==> src/rtl/seq_parser_mc.sv <==
// ----------------------------------------------------------------------------
// seq_parser_mc
//
// Multi-stream packet parser. Consumes a 32-bit word stream of packets, each
// made of an 8-byte header (length, stream id, sequence number) followed by a
// payload. A per-stream expected-sequence table is kept. Malformed, stale and
// unknown-stream packets are dropped, and sequence gaps are flagged. One
// assembled packet at a time is presented on the output side.
//
// Handshake semantics (both sides): a word/packet transfers on a rising clk
// edge where valid and ready are both high. A source holds valid and its data
// stable until that transfer. The input side never depends on dataIn_val to
// raise dataIn_ready.
//
// Ports
//   clk, reset_b        clock (rising edge), asynchronous active-low reset
//   dataIn[31:0]        input word, byte 0 in [31:24] ... byte 3 in [7:0]
//   dataIn_val/_ready   input handshake
//   dataIn_last         final word of a packet
//   dataOut[0:PW-1]     payload, byte k in bits [8k:8k+7], unused bytes zero
//   dataOut_stream      stream id of the presented packet
//   dataOut_seq         sequence number of the presented packet
//   dataOut_len         payload byte count
//   dataOut_val/_ready  output handshake
//   packetLost          presented packet followed a sequence gap
//   lostCount           saturating total of missing sequence numbers
//   dropCount           saturating total of discarded packets
//
// The FSM state is held in `state` (type stateT) for external checkers.
// ----------------------------------------------------------------------------
module seq_parser_mc #(
    parameter int NUM_STREAMS = 16,
    parameter int MAX_PAYLOAD = 37,
    parameter int CNT_W       = 16
) (
    input  logic                     clk,
    input  logic                     reset_b,
    input  logic [31:0]              dataIn,
    input  logic                     dataIn_val,
    output logic                     dataIn_ready,
    input  logic                     dataIn_last,
    output logic [0:MAX_PAYLOAD*8-1] dataOut,
    output logic [15:0]              dataOut_stream,
    output logic [31:0]              dataOut_seq,
    output logic [15:0]              dataOut_len,
    output logic                     dataOut_val,
    input  logic                     dataOut_ready,
    output logic                     packetLost,
    output logic [CNT_W-1:0]         lostCount,
    output logic [CNT_W-1:0]         dropCount
);

    localparam int PW    = MAX_PAYLOAD * 8;
    localparam int IDX_W = $clog2(NUM_STREAMS);
    localparam logic [CNT_W-1:0] CNT_MAX = '1;

    typedef enum logic [2:0] {
        HDR   = 3'd0,
        SEQ   = 3'd1,
        PAY   = 3'd2,
        FLUSH = 3'd3,
        OUT   = 3'd4
    } stateT;

    stateT             state;
    stateT             nextState;

    logic [15:0]       lenReg;
    logic [15:0]       idReg;
    logic [31:0]       seqReg;
    logic              bad;
    logic [15:0]       beat;      // beats of the current packet accepted so far
    logic [15:0]       byteCnt;   // payload bytes written into asm so far
    logic [0:PW-1]     asm;       // payload assembly register
    logic [31:0]       expTab [NUM_STREAMS];
    logic [NUM_STREAMS-1:0] tabValid;

    logic              inAcc;
    logic [15:0]       hdrLen;
    logic [15:0]       hdrId;
    logic [31:0]       wordSeq;
    logic              hdrBad;
    logic [15:0]       beats;
    logic [15:0]       payLen;
    logic [15:0]       curBeat;
    logic [IDX_W-1:0]  idx;
    logic [31:0]       decSeq;
    logic [31:0]       delta;
    logic              decAccept;
    logic              decLost;
    logic [32:0]       lostSum;
    logic [0:PW-1]     asmNext;
    logic              doDrop;
    logic              doDecide;

    always_comb begin
        inAcc   = dataIn_val && dataIn_ready;
        hdrLen  = {dataIn[23:16], dataIn[31:24]};
        hdrId   = {dataIn[7:0], dataIn[15:8]};
        wordSeq = {dataIn[7:0], dataIn[15:8], dataIn[23:16], dataIn[31:24]};
        hdrBad  = dataIn_last || (hdrLen < 16'd8) ||
                  (int'(hdrLen) > MAX_PAYLOAD + 8) ||
                  (int'(hdrId) >= NUM_STREAMS);
        beats   = 16'((32'(lenReg) + 32'd3) >> 2);
        payLen  = lenReg - 16'd8;
        curBeat = beat + 16'd1;

        // A two-beat packet decides in SEQ, so the sequence number is still
        // on the input bus rather than in seqReg.
        idx       = idReg[IDX_W-1:0];
        decSeq    = (state == SEQ) ? wordSeq : seqReg;
        delta     = decSeq - expTab[idx];
        decAccept = !tabValid[idx] || !delta[31];
        decLost   = tabValid[idx] && (delta != 32'd0) && !delta[31];
        lostSum   = 33'(lostCount) + 33'(delta);

        // Place the current word's bytes at byteCnt..byteCnt+3, skipping any
        // bytes of the final beat that lie beyond the payload length.
        asmNext = asm;
        if (state == PAY && !bad) begin
            for (int j = 0; j < MAX_PAYLOAD; j++) begin
                for (int k = 0; k < 4; k++) begin
                    if ((int'(byteCnt) + k == j) && (j < int'(payLen))) begin
                        asmNext[8*j +: 8] = dataIn[31-8*k -: 8];
                    end
                end
            end
        end

        nextState = state;
        doDrop    = 1'b0;
        doDecide  = 1'b0;
        case (state)
            HDR: if (inAcc) begin
                nextState = dataIn_last ? HDR : SEQ;
                doDrop    = dataIn_last;
            end
            SEQ: if (inAcc) begin
                if (bad) begin
                    nextState = dataIn_last ? HDR : PAY;
                    doDrop    = dataIn_last;
                end else if (dataIn_last) begin
                    if (beats == 16'd2) begin
                        doDecide = 1'b1;
                    end else begin
                        nextState = HDR;
                        doDrop    = 1'b1;
                    end
                end else if (beats == 16'd2) begin
                    nextState = FLUSH;
                    doDrop    = 1'b1;
                end else begin
                    nextState = PAY;
                end
            end
            PAY: if (inAcc) begin
                if (bad) begin
                    if (dataIn_last) begin
                        nextState = HDR;
                        doDrop    = 1'b1;
                    end
                end else if (curBeat == beats) begin
                    if (dataIn_last) begin
                        doDecide = 1'b1;
                    end else begin
                        nextState = FLUSH;
                        doDrop    = 1'b1;
                    end
                end else if (dataIn_last) begin
                    nextState = HDR;
                    doDrop    = 1'b1;
                end
            end
            FLUSH: if (inAcc && dataIn_last) nextState = HDR;
            OUT:   if (dataOut_ready) nextState = HDR;
            default: nextState = HDR;
        endcase

        // Stale or duplicate sequence numbers are dropped at the decision.
        if (doDecide) begin
            nextState = decAccept ? OUT : HDR;
            doDrop    = !decAccept;
        end
    end

    always_ff @(posedge clk or negedge reset_b) begin
        if (!reset_b) begin
            state          <= HDR;
            lenReg         <= '0;
            idReg          <= '0;
            seqReg         <= '0;
            bad            <= 1'b0;
            beat           <= '0;
            byteCnt        <= '0;
            asm            <= '0;
            tabValid       <= '0;
            for (int i = 0; i < NUM_STREAMS; i++) expTab[i] <= '0;
            dataIn_ready   <= 1'b0;
            dataOut        <= '0;
            dataOut_stream <= '0;
            dataOut_seq    <= '0;
            dataOut_len    <= '0;
            dataOut_val    <= 1'b0;
            packetLost     <= 1'b0;
            lostCount      <= '0;
            dropCount      <= '0;
        end else begin
            state        <= nextState;
            dataIn_ready <= (nextState != OUT);

            if (doDrop && dropCount != CNT_MAX) dropCount <= dropCount + 1'b1;

            if (inAcc) begin
                case (state)
                    HDR: begin
                        lenReg  <= hdrLen;
                        idReg   <= hdrId;
                        bad     <= hdrBad;
                        asm     <= '0;
                        byteCnt <= '0;
                        beat    <= 16'd1;
                    end
                    SEQ: begin
                        seqReg <= wordSeq;
                        beat   <= 16'd2;
                    end
                    PAY: if (!bad) begin
                        asm     <= asmNext;
                        byteCnt <= byteCnt + 16'd4;
                        beat    <= curBeat;
                    end
                    default: ;
                endcase
            end

            if (doDecide && decAccept) begin
                expTab[idx]    <= decSeq + 32'd1;
                tabValid[idx]  <= 1'b1;
                dataOut        <= asmNext;
                dataOut_stream <= idReg;
                dataOut_seq    <= decSeq;
                dataOut_len    <= payLen;
                dataOut_val    <= 1'b1;
                packetLost     <= decLost;
                if (decLost) begin
                    if (lostSum > 33'(CNT_MAX)) lostCount <= CNT_MAX;
                    else                        lostCount <= lostSum[CNT_W-1:0];
                end
            end

            if (state == OUT && dataOut_ready) begin
                dataOut_val <= 1'b0;
                packetLost  <= 1'b0;
                asm         <= '0;
            end
        end
    end

endmodule
==> config.mk <==
export PLATFORM = sky130hd
export DESIGN_NAME = seq_parser_mc
export DESIGN_NICKNAME = d
export VERILOG_FILES = /design/src/rtl/seq_parser_mc.sv
export SDC_FILE = /design/constraint.sdc
export NUM_CORES = 2
export LEC_CHECK = 0
export ABC_CLOCK_PERIOD_IN_PS = 14000
export CORE_ASPECT_RATIO = 2
export CORE_MARGIN = 2
export CORE_UTILIZATION = 35
export DETAILED_ROUTE_END_ITERATION = 10
export HOLD_SLACK_MARGIN = 0.03
export PLACE_DENSITY = 0.63
export SETUP_SLACK_MARGIN = 0.02
export SYNTH_ARGS = -nofsm -noshare
export SYNTH_HDL_FRONTEND = slang
export SYNTH_SLANG_ARGS = --single-unit
==> constraint.sdc <==
create_clock -name clk -period 14 [get_ports clk]
set_input_delay 2.8 -clock clk [delete_from_list [all_inputs] [get_ports clk]]
set_output_delay 2.8 -clock clk [all_outputs]
set_load 0.05 [all_outputs]
==> impl_metrics.py <==
metrics = {
    "job": {
        "maxCapViolCount": 0,
    },
    "run_status": {
        "run_status": "completed",
    },
    "logic_synthesis": {
        "yosysTopAreaCell": "dfrtp_1",
        "syn_area_um2": 60300,
        "ys.flop_type": "dfrtp_1",
        "synth_nets": 5680,
        "ys_async_sr_fraction_pct": 100,
        "synth_edf_count": 0,
        "yosysTopAreaCellShare_pct": 54.6,
        "ys_seq_area_share_pct": 54.6,
        "yosysMostFrequentCell": "dfrtp_1",
        "synth.avg_cell_area_um2": 10.8,
        "yosys-top-cells-count": "1317 x dfrtp_1, 685 x nand2_1, 583 x o21ai_0",
        "synthTopCellsByArea": "dfrtp_1 55%, mux4_2 6.2%, mux2i_1 5.4%",
        "ys_warn_count": 0,
        "syn_inst": 5582,
        "synth.distinct_cells": 88,
        "ys_seq_elements": 1317,
    },
    "power_and_ir_drop": {
        "ir_worst_vdd_v": 0.000155,
        "p_sw_share_pct": 35.4,
        "p_leak_nw": 32.0,
        "p_int_mw": 6.73,
        "p_seq_share_pct": 39.5,
        "power.switching_mw": 3.68,
        "clock_power_share_pct": 32.4,
        "power_frac_comb_pct": 28.1,
        "pwr_density_cell_nw_per_um2": 147,
    },
    "worst_setup_path": {
        "cp_data_required_time_ns": 14.59,
        "r2r_start": "idReg[0]",
        "reg2reg_slack_ns": 5.93,
        "start_kind": "input pin",
        "r2r_end": "lostCount[3]",
        "criticalPathCategory": "in -> reg",
        "worstSetupEndpointType": "flip-flop",
        "reg2reg_depth": 21,
        "cp_max_fo": 23,
        "crit_arrival_ns": 9.14,
    },
    "cells_and_area": {
        "stdcell_count": 8178,
        "regArea_um2": 33000,
        "area_growth_pct": 17.4,
        "multiInputGateArea_um2": 25500,
        "fin_nets": 5897,
        "fillers": 16400,
        "drive_above_1_share_pct": 10.8,
    },
    "die": {
        "start_util_pct": 35.2,
        "core_area_um2": 171000,
        "die_y_um": 591,
        "dieArea_um2": 176000,
        "pin_count": 432,
        "rows": 215,
        "die_w_um": 298,
    },
    "min_path": {
        "hold_end": "tabValid[4]",
        "min_path_cells": 1,
        "hold_start": "tabValid[4]",
        "hp-class": "reg -> reg",
    },
    "detailed_routing": {
        "via_count": 44400,
        "vias_per_cell": 5.43,
        "post_drt_wl_per_cell_um": 23.7,
        "wl_um": 194000,
        "dr.pass1.iters": 5,
        "drtIter0Drc": 3231,
        "ant_nets": 0,
        "route.detailed.drc": 0,
    },
    "clock_tree": {
        "cts.clk_slew.worst_paths_ns": 0.07,
        "cts_hold_buf": 0,
        "root_buffer": "clkbuf_16",
        "cts_tree": "done",
        "clock_latency_ns": 0.76,
        "cts.path.max_buffers": 3,
        "cts.sinks": 1317,
        "numCtsBuffers": 111,
        "ctsResizeCount": 0,
        "post_cts_buffers": 0,
        "h-tree-depth": 3,
    },
    "timing": {
        "period_minus_slack_ns": 8.55,
        "rsz0062_at_grt": "false",
        "max_freq_mhz": 117,
        "slew_headroom_pct": 6.24,
        "fin_crit_sh_pct": 61.1,
        "drv_slew": 0,
        "worstMarginPinSlew_ns": 1.40,
        "clock_skew_ns": 0.0763,
        "finalSetupViolations": 0,
        "final_hold_viol_count": 0,
        "fin_tns_setup_ns": 0,
    },
    "grt": {
        "grt-ovfl-total": 0,
        "antenna_found_initial": 4,
        "grt_max_degree": 198,
        "grt_pass1_vias": 45100,
        "grt_use_total_pct": 21.8,
        "grt_pass1_wl_um": 292000,
    },
    "placement": {
        "place_inst": 7964,
        "place_congestion": 0.974,
        "port_buffers": 431,
        "detailed_place_hpwl_um": 132000,
    },
}
## kinds of logic after synthesis
| logic type | share of synthesized area [%] |
|---|---|
| and+or+nand+nor | 10.2 |
| muxes | 13.5 |
| AOI/OAI and AO/OA | 14.9 |
| buffers and inverters | 3.41 |
| adders and majority gates | 1.29 |
| DFF | 54.6 |
| xor gates and xnor gates | 2.05 |
## cell usage in the layout, fill, tap and decap left out, types with 20 or more instances in the layout
| master | synthesis | layout |
|---|---|---|
| xor2_1 | 42 | 42 |
| xnor2_1 | 99 | 98 |
| a21oi_1 | 410 | 410 |
| mux2_2 | 101 | 101 |
| dfrtp_1 | 1317 | 1313 |
| nor3_1 | 42 | 41 |
| nor2_1 | 501 | 500 |
| nand4_1 | 26 | 26 |
| nand2b_1 | 29 | 29 |
| clkbuf_1 | 355 | 21 |
| a22o_1 | 298 | 298 |
| nand3_1 | 53 | 51 |
| clkdlybuf4s50_1 | 0 | 429 |
| clkbuf_8 | 0 | 22 |
| ha_1 | 59 | 59 |
| mux2i_1 | 328 | 328 |
| and3_1 | 29 | 29 |
| o21ai_1 | 24 | 42 |
| o21ai_0 | 583 | 563 |
| inv_1 | 86 | 86 |
| clkbuf_16 | 0 | 111 |
| and2_1 | 22 | 20 |
| buf_4 | 2 | 108 |
| mux4_2 | 165 | 165 |
| nand2_1 | 685 | 684 |
## per-layer routing
| metal | part of all wire (%) | global-route usage [%] | vias up | wire (µm) |
|---|---|---|---|---|
| met1 | 38 | 25.4 | 22400 | 74000 |
| met2 | 51 | 38.9 | 1368 | 99600 |
| met3 | 5.2 | 3.44 | 417 | 10000 |
| li1 | - | - | 20100 | - |
| met5 | 0 | 0 | - | 0 |
| met4 | 5.4 | 11.1 | 0 | 10500 |
## worst max-delay path by stage
stage	slack, ns	endpoint	startpoint
finish	5.45	lostCount[3]	dataIn[24]
global route	5.16	lostCount[1]	dataIn[24]
CTS	5.56	lostCount[3]	dataIn[24]
detailed placement	4.77	lostCount[1]	dataIn[24]
global placement	4.83	lostCount[1]	dataIn[24]
floorplan	6.49	lostCount[10]	dataIn[25]
## per-stage QoR
| step | total power [mW] | setup WS [ns] | hold WS (ns) | util (%) | instance area (µm²) |
|---|---|---|---|---|---|
| floorplan | 6.13 | 6.49 | 0.429 | - | 60300 |
| global placement | 7.05 | 4.83 | 0.444 | 39.0 | 66900 |
| detailed placement | 7.08 | 4.77 | 0.448 | 39.0 | 66900 |
| CTS | 10.5 | 5.56 | 0.470 | 41.3 | 70800 |
| global route | 10.9 | 5.16 | 0.482 | 41.3 | 70800 |
| finish | 10.4 | 5.45 | 0.466 | 41.3 | 70800 |
## state kept, by name, summed over array words and instances, names as in the netlist, 32 cells and up
| name | count |
|---|---|
| expTab | 512 |
| asm | 296 |
| dataOut | 296 |
| dataOut_seq | 32 |
| seqReg | 32 |
## power groups by stage
stage | registers (mW) | clock network (mW) | logic (mW)
2_1_floorplan | 4.06 | 0 | 2.07
3_3_place_gp | 4.18 | 0 | 2.87
3_5_place_dp | 4.18 | 0 | 2.90
4_1_cts | 4.11 | 3.44 | 2.91
5_1_grt | 4.13 | 3.58 | 3.17
6_report | 4.11 | 3.37 | 2.92
## worst max-delay path, stage by stage
cell	delay (ns)
clkdlybuf4s50_1	0.46
buf_4	0.33
nand2_1	0.08
nand2_1	0.41
inv_1	0.18
ha_1	0.28
fa_1	0.40
nand2b_1	0.19
a211oi_2	0.41
o21ai_1	0.24
xnor2_1	0.21
ha_1	0.39
and3_1	0.22
and3_1	0.17
a21o_1	0.20
a21boi_0	0.20
or4_4	0.50
or4_4	0.44
o21bai_4	0.19
a2111oi_4	0.39
buf_4	0.31
a21oi_1	0.09
## final cells by class
cell class                      count  share of cell area [%]
Timing Repair Buffer              548                    7.51
Antenna cell                        7                  0.0247
Clock inverter                     53                    1.07
Sequential cell                  1317                    46.5
Inverter                           87                   0.461
Tap cell                         2278                    4.02
Clock buffer                      154                    4.46
Multi-Input combinational cell   3734                    35.9
Note: power is estimated with default switching activity, not from simulation.
